--- config.mk ---
export PLATFORM = sky130hd
export DESIGN_NAME = seq_list_sequencer
export DESIGN_NICKNAME = d
export VERILOG_FILES = /design/src/rtl/seq_list_sequencer_pkg.sv /design/src/rtl/seq_list_sequencer_lsb_pri_enc.sv /design/src/rtl/seq_list_sequencer.sv
export SDC_FILE = /design/constraint.sdc
export NUM_CORES = 1
export LEC_CHECK = 0
export BUFFER_PORTS_ARGS = -buffer_cell sky130_fd_sc_hd__buf_2
export CORE_MARGIN = 8
export CORE_UTILIZATION = 57
export DETAILED_ROUTE_END_ITERATION = 16
export HOLD_SLACK_MARGIN = 0.08
export PLACE_DENSITY = 0.82
export SETUP_SLACK_MARGIN = 0.02
export SYNTH_ARGS = -nofsm -noshare
export SYNTH_HDL_FRONTEND = slang
export SYNTH_HIERARCHICAL = 1
export SYNTH_SLANG_ARGS = --single-unit
--- constraint.sdc ---
create_clock -name clk -period 3.5 [get_ports clk]
set_clock_uncertainty 0.1 [all_clocks]
set_input_delay 0.175 -clock clk [delete_from_list [all_inputs] [get_ports clk]]
set_output_delay 0.175 -clock clk [all_outputs]
set_load 0.03 [all_outputs]
--- src/rtl/seq_list_sequencer_pkg.sv ---
// Shared definitions for the sequence-list sequencer: FSM encoding and
// default sizing of the list, index and timeout counter.
package seq_pkg;

  localparam int          SEQ_LS      = 36;
  localparam int          SEQ_IW      = 6;
  localparam int          SEQ_TW      = 16;
  localparam logic [15:0] SEQ_TMO_MAX = 16'd50000;

  typedef enum logic [1:0] {
    ST_IDLE = 2'd0,
    ST_SCAN = 2'd1,
    ST_WAIT = 2'd2,
    ST_DONE = 2'd3
  } seq_state_t;

endpackage

--- src/rtl/seq_list_sequencer_lsb_pri_enc.sv ---
// Combinational lowest-set-bit encoder: idx is the position of the lowest
// set bit of vec, valid is high when any bit is set.
module lsb_pri_enc
  import seq_pkg::*;
#(
  parameter int W  = SEQ_LS,
  parameter int IW = SEQ_IW
) (
  input  logic [W-1:0]  vec,
  output logic [IW-1:0] idx,
  output logic          valid
);

  // Scanning downward lets the lowest set bit be the final assignment.
  always_comb begin
    idx   = '0;
    valid = 1'b0;
    for (int i = W - 1; i >= 0; i--) begin
      if (vec[i]) begin
        idx   = IW'(i);
        valid = 1'b1;
      end
    end
  end

endmodule

--- src/rtl/seq_list_sequencer.sv ---
// Per-frame sequence-list dispatcher: captures the enable vector and starts each
// enabled sequence in ascending order. Optional stats ports: SEQ_LIST_STATS_EN.
module seq_list_sequencer
  import seq_pkg::*;
#(
  parameter int             LS      = SEQ_LS,
  parameter int             IW      = SEQ_IW,
  parameter int             TW      = SEQ_TW,
  parameter logic [TW-1:0]  TMO_MAX = TW'(SEQ_TMO_MAX)
) (
  input  logic          clk,
  input  logic          reset,
  input  logic          enable,
  input  logic          sys_tmr_strb,
  input  logic [LS-1:0] seq_list_en,
  input  logic          seq_done_strb,
  input  logic          err_clr,
  output logic          seq_start_strb,
  output logic [IW-1:0] seq_index,
  output logic          seq_list_done_strb,
  output logic          busy,
  output logic          frame_overrun,
  output logic          seq_timeout
`ifdef SEQ_LIST_STATS_EN
  ,
  output logic [15:0]   last_list_cycles,
  output logic [IW-1:0] last_list_count
`endif
);

  localparam logic [TW-1:0] TMO_LAST = TMO_MAX - TW'(1);

  seq_state_t    state_reg, state_next;
  logic [LS-1:0] pending_reg;
  logic [TW-1:0] wait_cnt_reg;
  logic          strb_z1_reg, strb_z2_reg;
  logic          cap_z1_reg, cap_z2_reg;
  logic [IW-1:0] enc_idx;
  logic          enc_valid;
  logic          capture, dispatch, tmo_hit, cnt_inc, overrun_set;

  lsb_pri_enc #(.W(LS), .IW(IW)) u_enc (
    .vec   (pending_reg),
    .idx   (enc_idx),
    .valid (enc_valid)
  );

  // A strobe is dropped if a list is running or another strobe is still in flight.
  assign overrun_set        = sys_tmr_strb & ((state_reg != ST_IDLE) | strb_z1_reg | strb_z2_reg);
  assign busy               = (state_reg != ST_IDLE);
  assign seq_list_done_strb = (state_reg == ST_DONE);

  always_ff @(posedge clk or negedge reset) begin
    if (!reset) state_reg <= ST_IDLE;
    else        state_reg <= state_next;
  end

  always_comb begin
    state_next = state_reg;
    capture    = 1'b0;
    dispatch   = 1'b0;
    tmo_hit    = 1'b0;
    cnt_inc    = 1'b0;
    case (state_reg)
      ST_IDLE: begin
        if (strb_z2_reg && cap_z2_reg && enable) begin
          capture    = 1'b1;
          state_next = ST_SCAN;
        end
      end
      ST_SCAN: begin
        if (enc_valid) begin
          dispatch   = 1'b1;
          state_next = ST_WAIT;
        end else begin
          state_next = ST_DONE;
        end
      end
      ST_WAIT: begin
        if (seq_done_strb) begin
          state_next = ST_SCAN;
        end else if (wait_cnt_reg == TMO_LAST) begin
          tmo_hit    = 1'b1;
          state_next = ST_SCAN;
        end else begin
          cnt_inc = 1'b1;
        end
      end
      ST_DONE: state_next = ST_IDLE;
      default: state_next = ST_IDLE;
    endcase
  end

  // Two-stage delay so the capture sees the vector upstream updates after the strobe.
  always_ff @(posedge clk or negedge reset) begin
    if (!reset) begin
      strb_z1_reg <= 1'b0;
      strb_z2_reg <= 1'b0;
      cap_z1_reg  <= 1'b0;
      cap_z2_reg  <= 1'b0;
    end else begin
      strb_z1_reg <= sys_tmr_strb;
      strb_z2_reg <= strb_z1_reg;
      cap_z1_reg  <= sys_tmr_strb & ~overrun_set;
      cap_z2_reg  <= cap_z1_reg;
    end
  end

  always_ff @(posedge clk or negedge reset) begin
    if (!reset) begin
      pending_reg    <= '0;
      seq_index      <= '0;
      seq_start_strb <= 1'b0;
      wait_cnt_reg   <= '0;
      frame_overrun  <= 1'b0;
      seq_timeout    <= 1'b0;
    end else begin
      seq_start_strb <= dispatch;
      if (capture)
        pending_reg <= seq_list_en;
      else if (dispatch)
        pending_reg <= pending_reg & (pending_reg - LS'(1));
      if (dispatch) begin
        seq_index    <= enc_idx;
        wait_cnt_reg <= '0;
      end else if (cnt_inc) begin
        wait_cnt_reg <= wait_cnt_reg + TW'(1);
      end
      // A new error event takes priority over a same-cycle clear.
      if (overrun_set)  frame_overrun <= 1'b1;
      else if (err_clr) frame_overrun <= 1'b0;
      if (tmo_hit)      seq_timeout   <= 1'b1;
      else if (err_clr) seq_timeout   <= 1'b0;
    end
  end

`ifdef SEQ_LIST_STATS_EN
  logic [15:0]   list_cyc_reg;
  logic [IW-1:0] list_cnt_reg;

  // list_cyc_reg starts at 1 on capture so DONE reports capture-to-DONE distance.
  always_ff @(posedge clk or negedge reset) begin
    if (!reset) begin
      list_cyc_reg     <= '0;
      list_cnt_reg     <= '0;
      last_list_cycles <= '0;
      last_list_count  <= '0;
    end else begin
      if (capture)
        list_cyc_reg <= 16'd1;
      else if (busy && list_cyc_reg != 16'hFFFF)
        list_cyc_reg <= list_cyc_reg + 16'd1;
      if (capture)
        list_cnt_reg <= '0;
      else if (dispatch)
        list_cnt_reg <= list_cnt_reg + IW'(1);
      if (state_reg == ST_DONE) begin
        last_list_cycles <= list_cyc_reg;
        last_list_count  <= list_cnt_reg;
      end
    end
  end
`endif

endmodule
==> reports/results.tsv <==
metric	value	unit
initial core utilization	57.9	%
CTS Buffer Depth	2	
antenna violations before repair	0	
crit end category	flop	
die area	9140	µm²
crit path launch type	flop	
dominant cells by area after synthesis	dfrtp_1 46%, nand2_1 6.9%, mux2i_1 5.0%, nor2_1 4.1%, nor3_1 3.3%	
main combinational cell family by area after synthesis	simple AND/OR/NAND/NOR gates	
GR Util All Layers	21.8	%
Clock Power Share	16.6	%
IO Count	53	
slowest stage cell, crit path	nor4_1	
R2R setup slack	0.52	ns
Sw Share	45.2	%
cells after synthesis	411	
ys async rst share	100	%
internal power	2.02	mW
worst path cell trace	nor4_1 -> nand3_1 -> nand2b_1 -> nor2_1 -> nand2_1 -> nand3b_1 -> inv_1 -> nand2_1 -> nor4_1 -> a31oi_1	
first-pass GRT wire length	15600	µm
Nets	550	
Adder-Cell Fraction of Synth Area	0.347	%
Setup violations, final	0	
Hold Crit Class	in2reg	
clock sink total	67	
CP peak stage delay	0.93	ns
CTS buffer count	9	
status	complete, no violations	
data arrival time of the critical path	3.07	ns
Yosys warnings	6	
max reg flops	36	
Inserted Diodes	0	
CTS tree	built	
Avg Cell Area, Syn	8.79	µm²
number of synthesized flops with an enable pin	0	
crit-path max FO	11	
Seq/Total Area, Yosys	46.4	%
synthesized net count	454	
drt total wl	9430	µm
PostCTS Resize Cnt	0	
Clk pin slew, worst setup/hold paths	0.07	ns
Flop pwr share	35.5	%
top-count cell post-synth	dfrtp_1	
vias in the first global route	3349	
critical path class	reg2reg	
worst-margin pin slew	1.09	ns
CTS Root Cell	clkbuf_8	
wire per inst	16.0	µm
unrepaired setup endpoints after global routing	no	
die height	95.6	µm
via count	3521	
number of max-cap violations	0	
Post-Synth Simple-Gate Area	29.6	%
commonest cells in the netlist	67 x dfrtp_1, 66 x nand2_1, 39 x nor2_1, 24 x nor3_1	
CTS H-Tree Depth	3	
Final Slew Violations	0	
DR vias/cell	5.99	
DRC	0	
die width	95.6	µm
grt total ovfl	0	
share of cells above drive strength 1	15.9	%
post-synthesis cell type count	52	
mux cell area share after synthesis	4.99	%
Synth Area in XOR/XNOR	0.728	%
Lkg Pwr	2.00	nW
dpl cells	534	
remaining antenna violation count	0	
Yosys top cell by area	dfrtp_1	
Pre-Repair DR Iteration Count	6	
Synth top area share	46.4	%
FMAX	0.335	GHz
Cell Count, Final, Fillers Out	588	
Final Critical Period	2.98	ns
Core Area	6240	µm²
count of input and output buffers	52	
Logic pwr share	47.9	%
DR iter-0 viols	192	
top_reg_cell synth	dfrtp_1	
Compound-Gate Fraction of Synth Area	15.0	%
row count	29	
FF+latch count, synth	67	
Rel. slew slack	26.5	%
Sw Pwr	1.66	mW
largest net degree at the start of global routing	44	
P per Cell Area	811	nW/µm²
Fin. Hold Viols	0	
Max VDD drop	0.577	mV
Detailed Place HPWL	6460	µm
final period utilization	85.3	%
Netlist Area Pre-Place	3610	µm²
Setup TNS	0	ns
WP data required	3.58	ns
Worst-Skew Late Latency	0.34	ns
gpl congestion	0.955	
Area growth, synth to finish	25.7	%
==> worst max-delay path, delay by kind of cell (launching register included) <==
kind,cells,cell delay [ns]
simple gates,8,1.81
flops,1,0.49
buf+inv,1,0.23
compound gates,1,0.19
==> layer usage <==
layer	track usage [%]	vias to the layer above	share of wire (%)
met2	34.5	127	49
met1	28.3	1658	43
li1	-	1716	-
met5	0	-	0
met4	9.35	0	1.8
met3	4.57	20	6.0
==> cells by family (layout without fill, tap and decap cells) <==
| logic type | Yosys count | in the layout |
|---|---|---|
| AO/OA/AOI/OAI | 86 | 86 |
| flip-flops | 67 | 67 |
| adder cells (fa/ha/maj) | 1 | 1 |
| multiplexers | 18 | 18 |
| AND/OR/NAND/NOR | 210 | 210 |
| XOR/XNOR | 3 | 3 |
| buffers and inverters | 26 | 126 |
==> layout by cell type, fill, tap and decap left out, drive strengths merged, types with 2 or more instances in the layout <==
cell type,n
xnor2,2
clkinvlp,2
dfrtp,67
or4,9
dlygate4sd3,39
clkinv,2
o21a,2
or3,5
buf,57
a41oi,2
a31oi,8
o22ai,2
o21ai,22
nand4,7
nand3,17
clkbuf,10
o31ai,11
inv,15
or2,2
nor3b,2
nor4,21
o311ai,4
a211oi,2
o211ai,4
o41ai,3
and3,3
mux2i,18
nand2,66
nand2b,2
nor2,40
a21oi,21
nor2b,4
nor3,25
==> final cells by class <==
| class | count | area, µm² |
|---|---|---|
| clock buffer | 10 | 128 |
| clock inverter | 5 | 55.1 |
| fill | 464 | 1700 |
| inverter | 15 | 56.3 |
| multi-input combinational | 318 | 1840 |
| sequential | 67 | 1680 |
| tap | 77 | 96.3 |
| timing repair buffer | 96 | 688 |
==> repair_timing <==
action | 4_1_cts | 5_1_grt
hold buffers | 39 | 0
hold endpoints to repair | 82 | 0
setup buffers | 0 | 0
==> power groups by stage <==
stage	registers [mW]	clock network (mW)	logic (mW)
final	1.31	0.611	1.76
after global routing	1.35	0.657	1.96
after CTS	1.30	0.623	1.74
after detailed placement	1.31	0	1.70
after global placement	1.29	0	1.68
after floorplan	1.30	0	1.22
==> worst paths after layout <==
check	endpoint	start	cells after the start
worst max-delay path	pending_reg[34]	pending_reg[15]	10
worst min-delay path	state_reg[0]	enable	3
worst max register to register	pending_reg[34]	pending_reg[15]	10
worst min register to register	cap_z2_reg	cap_z1_reg	0
max in group asynchronous	pending_reg[34]	reset	3
min in group asynchronous	cap_z1_reg	reset	2
==> per-stage QoR <==
step / total power [mW] / util [%] / worst slack [ns] / hold slack, ns / area, µm²
detailed placement: 3.01 / 63.6 / 0.566 / 0.211 / 3970
CTS: 3.66 / 72.7 / 0.552 / 0.115 / 4540
global placement: 2.98 / 63.6 / 0.732 / 0.215 / 3970
global route: 3.96 / 72.7 / 0.202 / 0.139 / 4540
floorplan: 2.51 / - / 0.910 / -0.221 / 3610
finish: 3.68 / 72.7 / 0.516 / 0.126 / 4540
Power figures use the tool's default switching activity.
